### config.mk
export PLATFORM = sky130hd
export DESIGN_NAME = libv_demux_stream_flat
export DESIGN_NICKNAME = d
export VERILOG_FILES = /design/src/rtl/libv_demux_stream_pkg.sv /design/src/rtl/libv_demux_stream_if.sv /design/src/rtl/libv_demux_stream_lane.sv /design/src/rtl/libv_demux_stream.sv /design/src/flat_wrapper.sv
export SDC_FILE = /design/constraint.sdc
export NUM_CORES = 1
export LEC_CHECK = 0
export BUFFER_PORTS_ARGS = -buffer_cell sky130_fd_sc_hd__buf_2
export CAP_MARGIN = 20
export CORE_ASPECT_RATIO = 1.25
export CORE_MARGIN = 2
export CORE_UTILIZATION = 45
export DETAILED_ROUTE_END_ITERATION = 8
export PLACE_DENSITY = 0.76
export SYNTH_ARGS = -nofsm -noshare
export SYNTH_HDL_FRONTEND = slang
export SYNTH_SLANG_ARGS = --single-unit
### constraint.sdc
create_clock -name clk -period 6 [get_ports clk]
set_input_delay 1.2 -clock clk [delete_from_list [all_inputs] [get_ports clk]]
set_output_delay 1.2 -clock clk [all_outputs]
set_load 0.005 [all_outputs]
### src/rtl/libv_demux_stream_pkg.sv
// Shared helpers for the stream demultiplexer slice.
// Imported by the top level for select validation.
package libv_demux_stream_pkg;

  // Operand is zero-extended by the caller, so this covers any lane count up to 64.
  function automatic logic is_onehot(input logic [63:0] v);
    return (v != 64'd0) && ((v & (v - 64'd1)) == 64'd0);
  endfunction

endpackage

### src/rtl/libv_demux_stream_if.sv
// Handshake bundle for libv_demux_stream: one input stream and N output lanes.
// The master modport is the stream source / lane sinks; the slave modport is the demux.
interface libv_demux_stream_if #(
  parameter int N = 4,
  parameter int W = 32
);
  logic                  in_vld;
  logic [N-1:0]          in_sel;
  logic [W-1:0]          in_w;
  logic                  in_accept;
  logic [N-1:0]          out_vld;
  logic [N-1:0][W-1:0]   out_w;
  logic [N-1:0]          out_accept;
  logic                  err;

  modport master (
    output in_vld, in_sel, in_w, out_accept,
    input  in_accept, out_vld, out_w, err
  );

  modport slave (
    input  in_vld, in_sel, in_w, out_accept,
    output in_accept, out_vld, out_w, err
  );
endinterface

### src/rtl/libv_demux_stream_lane.sv
// One output lane of the demux. Define LIBV_DEMUX_STREAM_SKID_EN for a
// 2-entry skid buffer with a registered ready; otherwise a single register stage.
module libv_demux_stream_lane #(
  parameter int W = 32
) (
  input  logic         clk,
  input  logic         rst_n,
  input  logic         push,
  input  logic [W-1:0] push_w,
  output logic         rdy,
  output logic         vld,
  output logic [W-1:0] w,
  input  logic         accept
);

`ifdef LIBV_DEMUX_STREAM_SKID_EN
  logic         main_full;
  logic [W-1:0] main_d;
  logic         skid_full;
  logic [W-1:0] skid_d;
  logic         pop;

  assign pop = main_full & accept;
  assign rdy = ~skid_full;
  assign vld = main_full;
  assign w   = main_d;

  // Skid only fills when main is occupied and not draining, so main is never empty behind it.
  always_ff @(posedge clk) begin
    if (!rst_n) begin
      main_full <= 1'b0;
      skid_full <= 1'b0;
    end else if (pop) begin
      if (skid_full) begin
        main_d <= skid_d;
        if (push) begin
          skid_d <= push_w;
        end else begin
          skid_full <= 1'b0;
        end
      end else if (push) begin
        main_d <= push_w;
      end else begin
        main_full <= 1'b0;
      end
    end else if (push) begin
      if (!main_full) begin
        main_full <= 1'b1;
        main_d    <= push_w;
      end else begin
        skid_full <= 1'b1;
        skid_d    <= push_w;
      end
    end
  end
`else
  logic         full;
  logic [W-1:0] data;

  assign rdy = ~full | accept;
  assign vld = full;
  assign w   = data;

  always_ff @(posedge clk) begin
    if (!rst_n) begin
      full <= 1'b0;
    end else if (push) begin
      full <= 1'b1;
      data <= push_w;
    end else if (accept) begin
      full <= 1'b0;
    end
  end
`endif

endmodule

### src/rtl/libv_demux_stream.sv
// Stream demultiplexer: routes each beat to the lane named by its one-hot select.
// Lane buffering depth is selected by LIBV_DEMUX_STREAM_SKID_EN (see lane sub-module).
module libv_demux_stream
  import libv_demux_stream_pkg::*;
#(
  parameter int N = 4,
  parameter int W = 32
) (
  input  logic                  clk,
  input  logic                  rst_n,
  libv_demux_stream_if.slave    bus
);

  logic         sel_ok;
  logic [N-1:0] lane_rdy;
  logic [N-1:0] push;

  assign sel_ok = is_onehot(64'(bus.in_sel));

  // Bad selects are always swallowed so a malformed beat can never wedge the source.
  assign bus.in_accept = sel_ok ? |(bus.in_sel & lane_rdy) : 1'b1;
  assign push          = {N{bus.in_vld & sel_ok}} & bus.in_sel & lane_rdy;

  always_ff @(posedge clk) begin
    if (!rst_n) begin
      bus.err <= 1'b0;
    end else begin
      bus.err <= bus.in_vld & ~sel_ok;
    end
  end

  for (genvar i = 0; i < N; i++) begin : g_lane
    libv_demux_stream_lane #(.W(W)) u_lane (
      .clk    (clk),
      .rst_n  (rst_n),
      .push   (push[i]),
      .push_w (bus.in_w),
      .rdy    (lane_rdy[i]),
      .vld    (bus.out_vld[i]),
      .w      (bus.out_w[i]),
      .accept (bus.out_accept[i])
    );
  end

endmodule

### src/flat_wrapper.sv
// flat-port wrapper written by rule: the top's interface ports become plain ports
module libv_demux_stream_flat import libv_demux_stream_pkg::*;
#(
  parameter int N = 4,
  parameter int W = 32
)
  (clk, rst_n, bus_in_vld, bus_in_sel, bus_in_w, bus_out_accept, bus_in_accept, bus_out_vld, bus_out_w, bus_err);
  libv_demux_stream_if #(.N(N), .W(W)) bus_i ();
  input  logic clk;
  input  logic rst_n;
  input wire logic [$bits(bus_i.in_vld)-1:0] bus_in_vld;
  input wire logic [$bits(bus_i.in_sel)-1:0] bus_in_sel;
  input wire logic [$bits(bus_i.in_w)-1:0] bus_in_w;
  input wire logic [$bits(bus_i.out_accept)-1:0] bus_out_accept;
  output wire logic [$bits(bus_i.in_accept)-1:0] bus_in_accept;
  output wire logic [$bits(bus_i.out_vld)-1:0] bus_out_vld;
  output wire logic [$bits(bus_i.out_w)-1:0] bus_out_w;
  output wire logic [$bits(bus_i.err)-1:0] bus_err;
  assign bus_i.in_vld = bus_in_vld;
  assign bus_i.in_sel = bus_in_sel;
  assign bus_i.in_w = bus_in_w;
  assign bus_i.out_accept = bus_out_accept;
  assign bus_in_accept = bus_i.in_accept;
  assign bus_out_vld = bus_i.out_vld;
  assign bus_out_w = bus_i.out_w;
  assign bus_err = bus_i.err;
  libv_demux_stream #(.N(N), .W(W)) u_core (.clk(clk), .rst_n(rst_n), .bus(bus_i));
endmodule
==> results of run 1 <==
## power groups by stage
stage          clock network (W)    logic, W  registers [W]
5_1_grt                  0.00114   0.0000496        0.00103
6_report                 0.00108   0.0000451        0.00103
2_1_floorplan                  0  0.00000777        0.00105
4_1_cts                  0.00110   0.0000456        0.00103
3_3_place_gp                   0   0.0000430        0.00105
3_5_place_dp                   0   0.0000456        0.00105
## routing by layer
layer / wire length, um / GRT usage (%) / vias to the layer above
met5: 0 / 0 / -
met1: 2942 / 17.73 / 1066
met3: 655 / 7.104 / 4
met4: 51 / 6.667 / 0
met2: 4086 / 26.67 / 117
li1: - / - / 1053
## metrics by stage
step	setup WS [ns]	utilization [%]	instance area, um2	cells	power, W
2_1_floorplan	0.9021	-	4163	166	0.001061
3_3_place_gp	2.313	57.68	5235	467	0.001093
3_5_place_dp	2.296	57.68	5235	467	0.001096
4_1_cts	2.288	64.68	5871	499	0.002180
5_1_grt	2.237	64.68	5871	499	0.002218
6_report	2.289	64.71	5873	500	0.002161
## worst paths after layout
kind / to / slack [ns] / cells after the start
min reg2reg: u_core.g_lane[3].u_lane.vld / 0.67 / 2
max reg2reg: u_core.g_lane[3].u_lane.w[31] / 4.58 / 3
min: u_core.g_lane[3].u_lane.vld / 0.67 / 2
max: bus_in_accept / 2.29 / 5
## critical path, delay by kind of cell
kind / cells / cell delay (ns)
buf+inv: 2 / 0.25
simple gates: 2 / 0.94
compound gates: 1 / 0.13
## sequential cells by signal, indices dropped and copies added (netlist names)
name,flops
u_core.g_lane.u_lane.w,128
u_core.g_lane.u_lane.vld,4
u_core.bus.err,1
## logic make-up (layout without fill, tap and decap cells)
| kind of cell | after synthesis | count (layout) |
|---|---|---|
| AO/OA/AOI/OAI | 7 | 7 |
| AND/OR/NAND/NOR | 16 | 16 |
| XOR/XNOR | 1 | 1 |
| flip-flops | 133 | 133 |
| buffers and inverters | 9 | 219 |
| other | 0 | 1 |
## Yosys cell counts
library cell | instances | area, um2
a21o_1 | 2 | 15.01
xnor2_1 | 1 | 8.760
nor2_1 | 3 | 11.26
nor2b_1 | 4 | 25.02
inv_1 | 5 | 18.77
o311ai_1 | 1 | 8.760
edfxtp_1 | 128 | 3844
o22ai_1 | 2 | 12.51
dfxtp_1 | 5 | 100.1
nand2_1 | 1 | 3.750
or3b_1 | 1 | 8.760
buf_4 | 4 | 30.03
nand4bb_1 | 1 | 11.26
or4b_4 | 2 | 27.53
o21a_1 | 2 | 15.01
nor3_1 | 2 | 10.01
nor4_1 | 2 | 12.51
## final cells by class
cell class | count | area (um2) | share of cell area (%)
sequential | 133 | 3944 | 67.15
timing repair buffer | 182 | 925.9 | 15.76
clock buffer | 17 | 425.4 | 7.243
clock inverter | 15 | 210.2 | 3.579
multi-input combinational | 24 | 192.7 | 3.281
tap | 123 | 153.9 | 2.620
inverter | 5 | 18.77 | 0.3196
antenna | 1 | 2.502 | 0.04261
==> key figures, run 1 <==
Status
  – Status: finished, final reports clean

Layout
  – Commonest non-fill, non-tap cell in the layout: buf_2
  – Nets: 406
  – Layout area overhead: 41.09%
  – Ratio of cells with drive above 1 in the final layout: 57.45%
  – Fillers: 651
  – Most frequent cells in the layout: buf_2, edfxtp_1, clkbuf_16

Pwr
  – Sw Ratio: 17.58%
  – Comb pwr share: 2.1%
  – Peak VDD IR: 0.2131 mV
  – Pwr dens: 367.9 nW/um2
  – Internal power: 0.001781 W
  – Sequential fraction of design power: 47.7%
  – Clock power share: 50.2%
  – Leak Pwr: 2.315 nW
  – P_sw: 0.0003798 W

Min path
  – Min-delay worst type: flop to flop
  – Hold path start: u_core.g_lane[3].u_lane.vld

Floorplan
  – Horiz. Die Dim: 90.03 um
  – Rows: 39
  – Die span in y: 111.5 um
  – Starting density of the core: 45.86%
  – Num ports: 177
  – Core Area: 9076 um2
  – DIE AREA: 10040 um2

Clock tree
  – Total CTS buffers: 17
  – CTS tree: yes
  – Clk sinks: 133
  – Hold_buf cts: 0
  – H-tree depth: 4
  – Setup bufs post-CTS: 0
  – Worst-Skew Late Latency: 0.39 ns
  – Clock slew at reported path FFs: 0.05 ns
  – Clock Path Buffers: 2
  – Post-CTS Resized: 0
  – Root Buffer: clkbuf_16

Logic synthesis
  – Area share of fa/ha/maj cells after synthesis: 0%
  – Synth Area in Simple Gates: 2.645%
  – Seq cells post-synth: 133
  – Cells after Synth: 166
  – Synth Area in Compound Gates: 1.232%
  – Synth Warn #: 0
  – Syn nets: 209
  – Cell Area, Synth: 4163 um2
  – Synth cell types: 17
  – Mux cell area share after synthesis: 0%
  – Register area share after synthesis: 94.74%
  – Post-Synth XOR/XNOR Area: 0.2104%
  – Mapped Avg Cell Area: 25.08 um2
  – Largest family of logic cells by synthesized area: simple AND/OR/NAND/NOR gates

Setup path
  – Maximum fanout along the worst path: 5
  – Crit-path cells: buf_2, or4b_4, o311ai_1, or3b_1, buf_2
  – Worst path max stage delay: 0.56 ns
  – Worst setup SP type: primary input
  – Slowest-stage cell, CP: or4b_4
  – CP Launch Point: bus_in_sel[2]
  – FF-to-FF Start: u_core.g_lane[3].u_lane.vld
  – Critical Path Most Common Cell: buf_2
  – Crit. End Element: output port
  – Worst Path Class, Setup: primary input to output port
  – Required @ worst endpoint: 4.80 ns
  – CP arrival: 2.51 ns

Global routing
  – Gr ovfl total: 0
  – Initial antenna violation count: 1
  – Largest net degree at the start of global routing: 33
  – First-pass GRT wire length: 11.77 mm
  – Gr usage total: 15.91%
  – Vias in the first global route: 2228

STA
  – Final period utilization: 61.85%
  – RSZ-0062 raised after global routing: no
  – Final Hold Slack: 0.6734 ns
  – Sum Neg Setup Slack: 0 ns
  – Fin. Hold Viols: 0
  – # setup viols final: 0
  – Max Clock Freq: 0.2695 GHz
  – Relative slew slack: 68.15%
  – Post-layout min period: 3.711 ns
  – Worst-margin pin slew: 0.4777 ns
  – Slew Viols, Final: 0
  – Layout Skew: 0.01142 ns

Place
  – GP Congestion: 0.7434
  – Port Buf Inserts: 176
  – Detailed Place HPWL: 5.248 mm

Route
  – Final WL: 7.735 mm
  – Vias/cell: 4.480
  – DR iter-0 viols: 115
  – Post-route ant nets: 0
  – Residual DRC: 0
  – Drt pass-1 iters: 4
  – DR vias: 2240
  – Routed len/inst: 15.47 um

Flow run
  – Max cap viols: 0
Note: power is estimated with default switching activity, not from simulation.
==> inputs of run 2 (changes only) <==
ABC_AREA = 1   (was default)
CORE_UTILIZATION = 42   (was 45)
PLACE_DENSITY = 0.74   (was 0.76)
clock period = 3.1 ns   (was 6 ns; I/O delays follow)
==> run 2 against run 1 <==
Effect of this change: clock skew decreased by 0.0048 ns; largest cell class unchanged; non-clock buffer count unchanged; wire length grew 12%; global-route usage is 0.25 points lower.
==> key figures, run 2 <==
Status
  – Status: finished, final reports clean

STA
  – Fin. Hold Viols: 0
  – Max Clock Freq: 0.5064 GHz
  – Post-layout min period: 1.975 ns
  – Slew Viols, Final: 0
  – Sum Neg Setup Slack: 0 ns
  – Worst-margin pin slew: 0.5906 ns
  – Final Hold Slack: 0.4387 ns
  – Layout Skew: 0.006652 ns
  – RSZ-0062 raised after global routing: no
  – Worst setup margin: 1.125 ns
  – # setup viols final: 0
  – Final period utilization: 63.70%
  – Relative slew slack: 60.53%

Pwr
  – Pwr dens: 694.6 nW/um2
  – Leak Pwr: 2.346 nW
  – Peak VDD IR: 0.3937 mV
  – Overall Power: 0.004084 W

Floorplan
  – Num ports: 177
  – Horiz. Die Dim: 93.78 um
  – Starting density of the core: 43.58%
  – Rows: 40
  – DIE AREA: 10900 um2
  – Core Area: 9709 um2
  – Die span in y: 116.2 um

Clock tree
  – Setup bufs post-CTS: 0
  – Worst-Skew Late Latency: 0.39 ns
  – Post-CTS Resized: 0
  – CTS tree: yes
  – Clock Path Buffers: 2
  – Total CTS buffers: 17
  – H-tree depth: 4
  – Clock slew at reported path FFs: 0.05 ns
  – Clk sinks: 133
  – Root Buffer: clkbuf_16
  – Hold_buf cts: 0

Logic synthesis
  – Synth Flop Type: edfxtp_1
  – Cell Area, Synth: 4232 um2
  – Number of synthesized flops with an enable pin: 128
  – Mapped Avg Cell Area: 22.27 um2
  – Cells after Synth: 190
  – Synth area leader: edfxtp_1
  – Synth top area share: 90.83%
  – Ys async rst share: 0%
  – Register area share after synthesis: 93.20%
  – Synth cell types: 14
  – Synth Warn #: 0
  – Most common cell in the netlist: edfxtp_1
  – Seq cells post-synth: 133
  – Top cells by count, synth: edfxtp_1, nand2_1, inv_1
  – Syn nets: 233
  – Top cells by area, synth: edfxtp_1, dfxtp_1, nand2_1

Place
  – Port Buf Inserts: 176
  – Detailed Place HPWL: 6.084 mm
  – Pre-CTS WS: 0.7635 ns
  – GP Congestion: 0.8789

Global routing
  – Gr ovfl total: 0
  – Initial antenna violation count: 1
  – Gr usage total: 15.65%
  – Largest net degree at the start of global routing: 33
  – Vias in the first global route: 2315
  – First-pass GRT wire length: 12.18 mm

Setup path
  – Worst path max stage delay: 0.23 ns
  – CP delay by family, top: simple AND/OR/NAND/NOR gates
  – CP Launch Point: bus_in_sel[0]
  – Maximum fanout along the worst path: 6
  – CP arrival: 1.35 ns
  – Worst setup SP type: primary input
  – CP bufs+invs: 2
  – Crit-path cells: buf_2, nor2_1, nor2_2, a21oi_1, nand2_1, buf_2
  – Required @ worst endpoint: 2.48 ns
  – Critical Path Most Common Cell: buf_2
  – Crit. End Element: output port
  – Slowest-stage cell, CP: nor2_1
  – Worst Path Class, Setup: primary input to output port
  – FF-to-FF Start: u_core.g_lane[1].u_lane.vld

Route
  – DR vias: 2403
  – Residual DRC: 0
  – Drt pass-1 iters: 5
  – Routed len/inst: 16.45 um
  – DR iter-0 viols: 135
  – Final WL: 8.651 mm
  – Vias/cell: 4.568
  – Post-route ant nets: 0

Layout
  – Ratio of cells with drive above 1 in the final layout: 54.64%
  – Nets: 430
  – Reg area: 3944 um2
  – Layout area overhead: 38.94%
  – Area occupied by multi-input gates: 236.5 um2
  – Util after Layout: 60.55%
  – Most frequent cells in the layout: buf_2, edfxtp_1, clkbuf_16
  – Commonest non-fill, non-tap cell in the layout: buf_2
  – Fillers: 728
  – Max reg flops: 128

Flow run
  – Max cap viols: 0

Min path
  – Hold path start: bus_in_w[28]
  – Min-delay worst type: primary input to flop
run 2: worst paths after layout:
check	endpoint	slack (ns)	depth (start not counted)
worst min-delay path	u_core.g_lane[0].u_lane.w[28]	0.44	1
worst max register to register	u_core.g_lane[1].u_lane.w[17]	1.45	4
worst max-delay path	bus_in_accept	1.13	6
worst min register to register	u_core.g_lane[3].u_lane.vld	0.54	2
run 2: through the flow:
step | instance area [um2] | instances
4_1_cts | 5877 | 525
5_1_grt | 5877 | 525
2_1_floorplan | 4232 | 190
3_3_place_gp | 5305 | 494
3_5_place_dp | 5305 | 494
6_report | 5879 | 526
run 2: per-layer routing:
layer	share of wire (%)	routed length, um	GRT usage (%)	vias up
li1	-	-	-	1116
met1	38	3260	17.58	1154
met2	54	4636	26.29	131
met3	8.4	729	6.903	2
met4	0.29	25	6.280	0
met5	0	0	0	-
run 2: report_power, final:
group / total, W / leakage [nW] / internal, W / switching (W)
Clock: 0.00189 / 0.272 / 0.00125 / 0.000641
Combinational: 0.000152 / 0.874 / 0.0000612 / 0.0000909
Sequential: 0.00204 / 1.20 / 0.00203 / 0.0000139
run 2: area by class of cell:
| cell class | count | share of cell area, % |
|---|---|---|
| sequential | 133 | 67.08 |
| timing repair buffer | 182 | 15.75 |
| clock buffer | 20 | 7.427 |
| multi-input combinational | 42 | 4.022 |
| tap | 126 | 2.681 |
| clock inverter | 11 | 2.298 |
| inverter | 11 | 0.7023 |
| antenna | 1 | 0.04256 |
run 2: cells by family after synthesis:
kind of cell           count (synthesis)  share of synthesized area, %
flip-flops                           133                         93.20
AND/OR/NAND/NOR                       36                         4.317
buffers and inverters                 15                         1.685
AO/OA/AOI/OAI                          6                        0.7983
run 2: worst reg2reg max path, delay by kind of cell (launching register included):
family | cells | cell delay, ns
buf+inv | 1 | 0.29
flops | 1 | 0.31
simple gates | 3 | 0.75
==> inputs of run 3 (changes only) <==
clock period = 1.7 ns   (was 3.1 ns; I/O delays follow)
==> run 3 against run 2 <==
Effect of this change: register-to-register slack got worse by 1.0 ns; sequential power rose by 83%; combinational power rose by 90%; worst setup slack got worse by 1.0 ns; design area is 2.5% higher; clock power grew 98%; flip-flop and latch count unchanged; non-clock buffer count up 1; critical endpoint unchanged; clock skew grew 0.00081 ns; utilization is 1.5 points higher; clock-buffer cell count did not move.
==> key figures, run 3 (synthesis results as in run 2) <==
STA
  – Final period utilization: 92.90%
  – RSZ-0062 raised after global routing: no
  – Max Clock Freq: 0.6332 GHz
  – Slew Viols, Final: 0
  – Worst setup margin: 0.1207 ns
  – Fin. Hold Viols: 0
  – Relative slew slack: 83.92%
  – Post-layout min period: 1.579 ns
  – Layout Skew: 0.007464 ns
  – Final Hold Slack: 0.1603 ns
  – # setup viols final: 0
  – Worst-margin pin slew: 0.2404 ns

Clock tree
  – Clock slew at reported path FFs: 0.05 ns
  – CTS tree: yes
  – Root Buffer: clkbuf_16
  – Total CTS buffers: 17
  – H-tree depth: 4
  – Worst-Skew Late Latency: 0.40 ns
  – Setup bufs post-CTS: 0
  – Clk sinks: 133
  – Clock Path Buffers: 2

Route
  – Vias/cell: 4.515
  – Final WL: 8.505 mm
  – Post-route ant nets: 0
  – Routed len/inst: 16.11 um
  – DR iter-0 viols: 82
  – Drt pass-1 iters: 4
  – Residual DRC: 0
  – DR vias: 2384

Setup path
  – Worst R2R Path Depth: 4
  – Worst setup SP type: flop
  – Crit. End Element: output port
  – FF-to-FF Start: u_core.g_lane[0].u_lane.vld
  – Worst Path Class, Setup: flop to output port
  – Required @ worst endpoint: 1.36 ns
  – CP Launch Point: u_core.g_lane[1].u_lane.vld
  – CP arrival: 1.24 ns
  – Maximum fanout along the worst path: 3

Floorplan
  – Num ports: 177
  – Die span in y: 116.2 um
  – Core Area: 9709 um2
  – Starting density of the core: 43.58%
  – DIE AREA: 10900 um2
  – Rows: 40
  – Horiz. Die Dim: 93.78 um

Pwr
  – Sw Ratio: 17.49%
  – P_sw: 0.001356 W
  – Overall Power: 0.007755 W
  – Pwr dens: 1287 nW/um2
  – Peak VDD IR: 0.6616 mV
  – Leak Pwr: 2.402 nW
  – Sequential fraction of design power: 48.1%
  – Internal power: 0.006398 W
  – Comb pwr share: 3.7%
  – Clock power share: 48.2%

Status
  – Status: finished, final reports clean

Global routing
  – Gr ovfl total: 0
  – Largest net degree at the start of global routing: 33
  – Met2 GRT Util: 26.10%
  – First-pass GRT wire length: 12.10 mm
  – Vias in the first global route: 2310
  – Routing usage on met1: 16.97%
  – Initial antenna violation count: 1
  – Gr usage total: 15.66%
  – Top Usage Layer GRT: met2
  – Met3 Use GR: 7.484%

Layout
  – Max reg flops: 128
  – Most frequent cells in the layout: buf_2, edfxtp_1, clkbuf_16
  – Ratio of cells with drive above 1 in the final layout: 54.86%
  – Layout area overhead: 42.40%
  – Cell area after layout: 6026 um2
  – Commonest non-fill, non-tap cell in the layout: buf_2
  – Util after Layout: 62.06%
  – Nets: 431

Place
  – Detailed Place HPWL: 6.110 mm
  – Placed cell area: 5400 um2
  – GP Congestion: 0.8385
  – Port Buf Inserts: 176
  – Pre-CTS WS: 0.07370 ns

Min path
  – Hold path cells: 1
  – Min-delay worst type: primary input to flop
  – Hold path start: bus_in_w[27]

Flow run
  – Max cap viols: 0
-- run 3: changes by cell type in the layout (fill, tap and decap cells not counted), sizes merged --
cell	delta
clkinv	+1
clkinvlp	-2
buf	+1
bufinv	+2
-- run 3: final timing paths --
check / to / slack (ns)
hold reg to reg: u_core.g_lane[2].u_lane.vld / 0.54
setup / recovery: bus_in_accept / 0.12
hold / removal: u_core.g_lane[3].u_lane.w[27] / 0.16
setup reg to reg: u_core.g_lane[0].u_lane.w[11] / 0.45
-- run 3: critical path: stages, from the launching register on --
cell     delay [ns]
dfxtp_1        0.37
nand2_2        0.09
nand2_1        0.06
nand2_1        0.05
nor2_1         0.08
nand2_1        0.07
buf_2          0.13
-- run 3: power by group through the flow --
stage | logic [W] | clock network [W] | registers [W]
4_1_cts | 0.000294 | 0.00380 | 0.00373
2_1_floorplan | 0.0000634 | 0 | 0.00380
3_3_place_gp | 0.000282 | 0 | 0.00379
3_5_place_dp | 0.000292 | 0 | 0.00379
5_1_grt | 0.000322 | 0.00394 | 0.00373
6_report | 0.000289 | 0.00374 | 0.00373
-- run 3: final cells by class --
type                            instances  area (um2)
Tap cell                              126       157.7
Clock inverter                         12       183.9
Antenna cell                            1       2.502
Timing Repair Buffer                  183        1021
Clock buffer                           20       436.7
Sequential cell                       133        3944
Inverter                               11       41.29
Multi-Input combinational cell         42       239.0
Fill cell                             721        3684
-- run 3: timing repair --
action	in CTS	in global routing
endpoints found under the setup margin	0	1
resized for setup	0	1
hold buffers	0	0
-- run 3: layer usage --
| layer | vias up | wire length (um) |
|---|---|---|
| met1 | 1119 | 3159 |
| met5 | - | 0 |
| met2 | 134 | 4337 |
| li1 | 1117 | - |
| met4 | 0 | 143 |
| met3 | 14 | 865 |
-- run 3: per-stage QoR --
step                      cells  setup TNS (ns)
final                       528               0
after global routing        527               0
after floorplan             190          -34.97
after detailed placement    495               0
after CTS                   527               0
after global placement      495               0
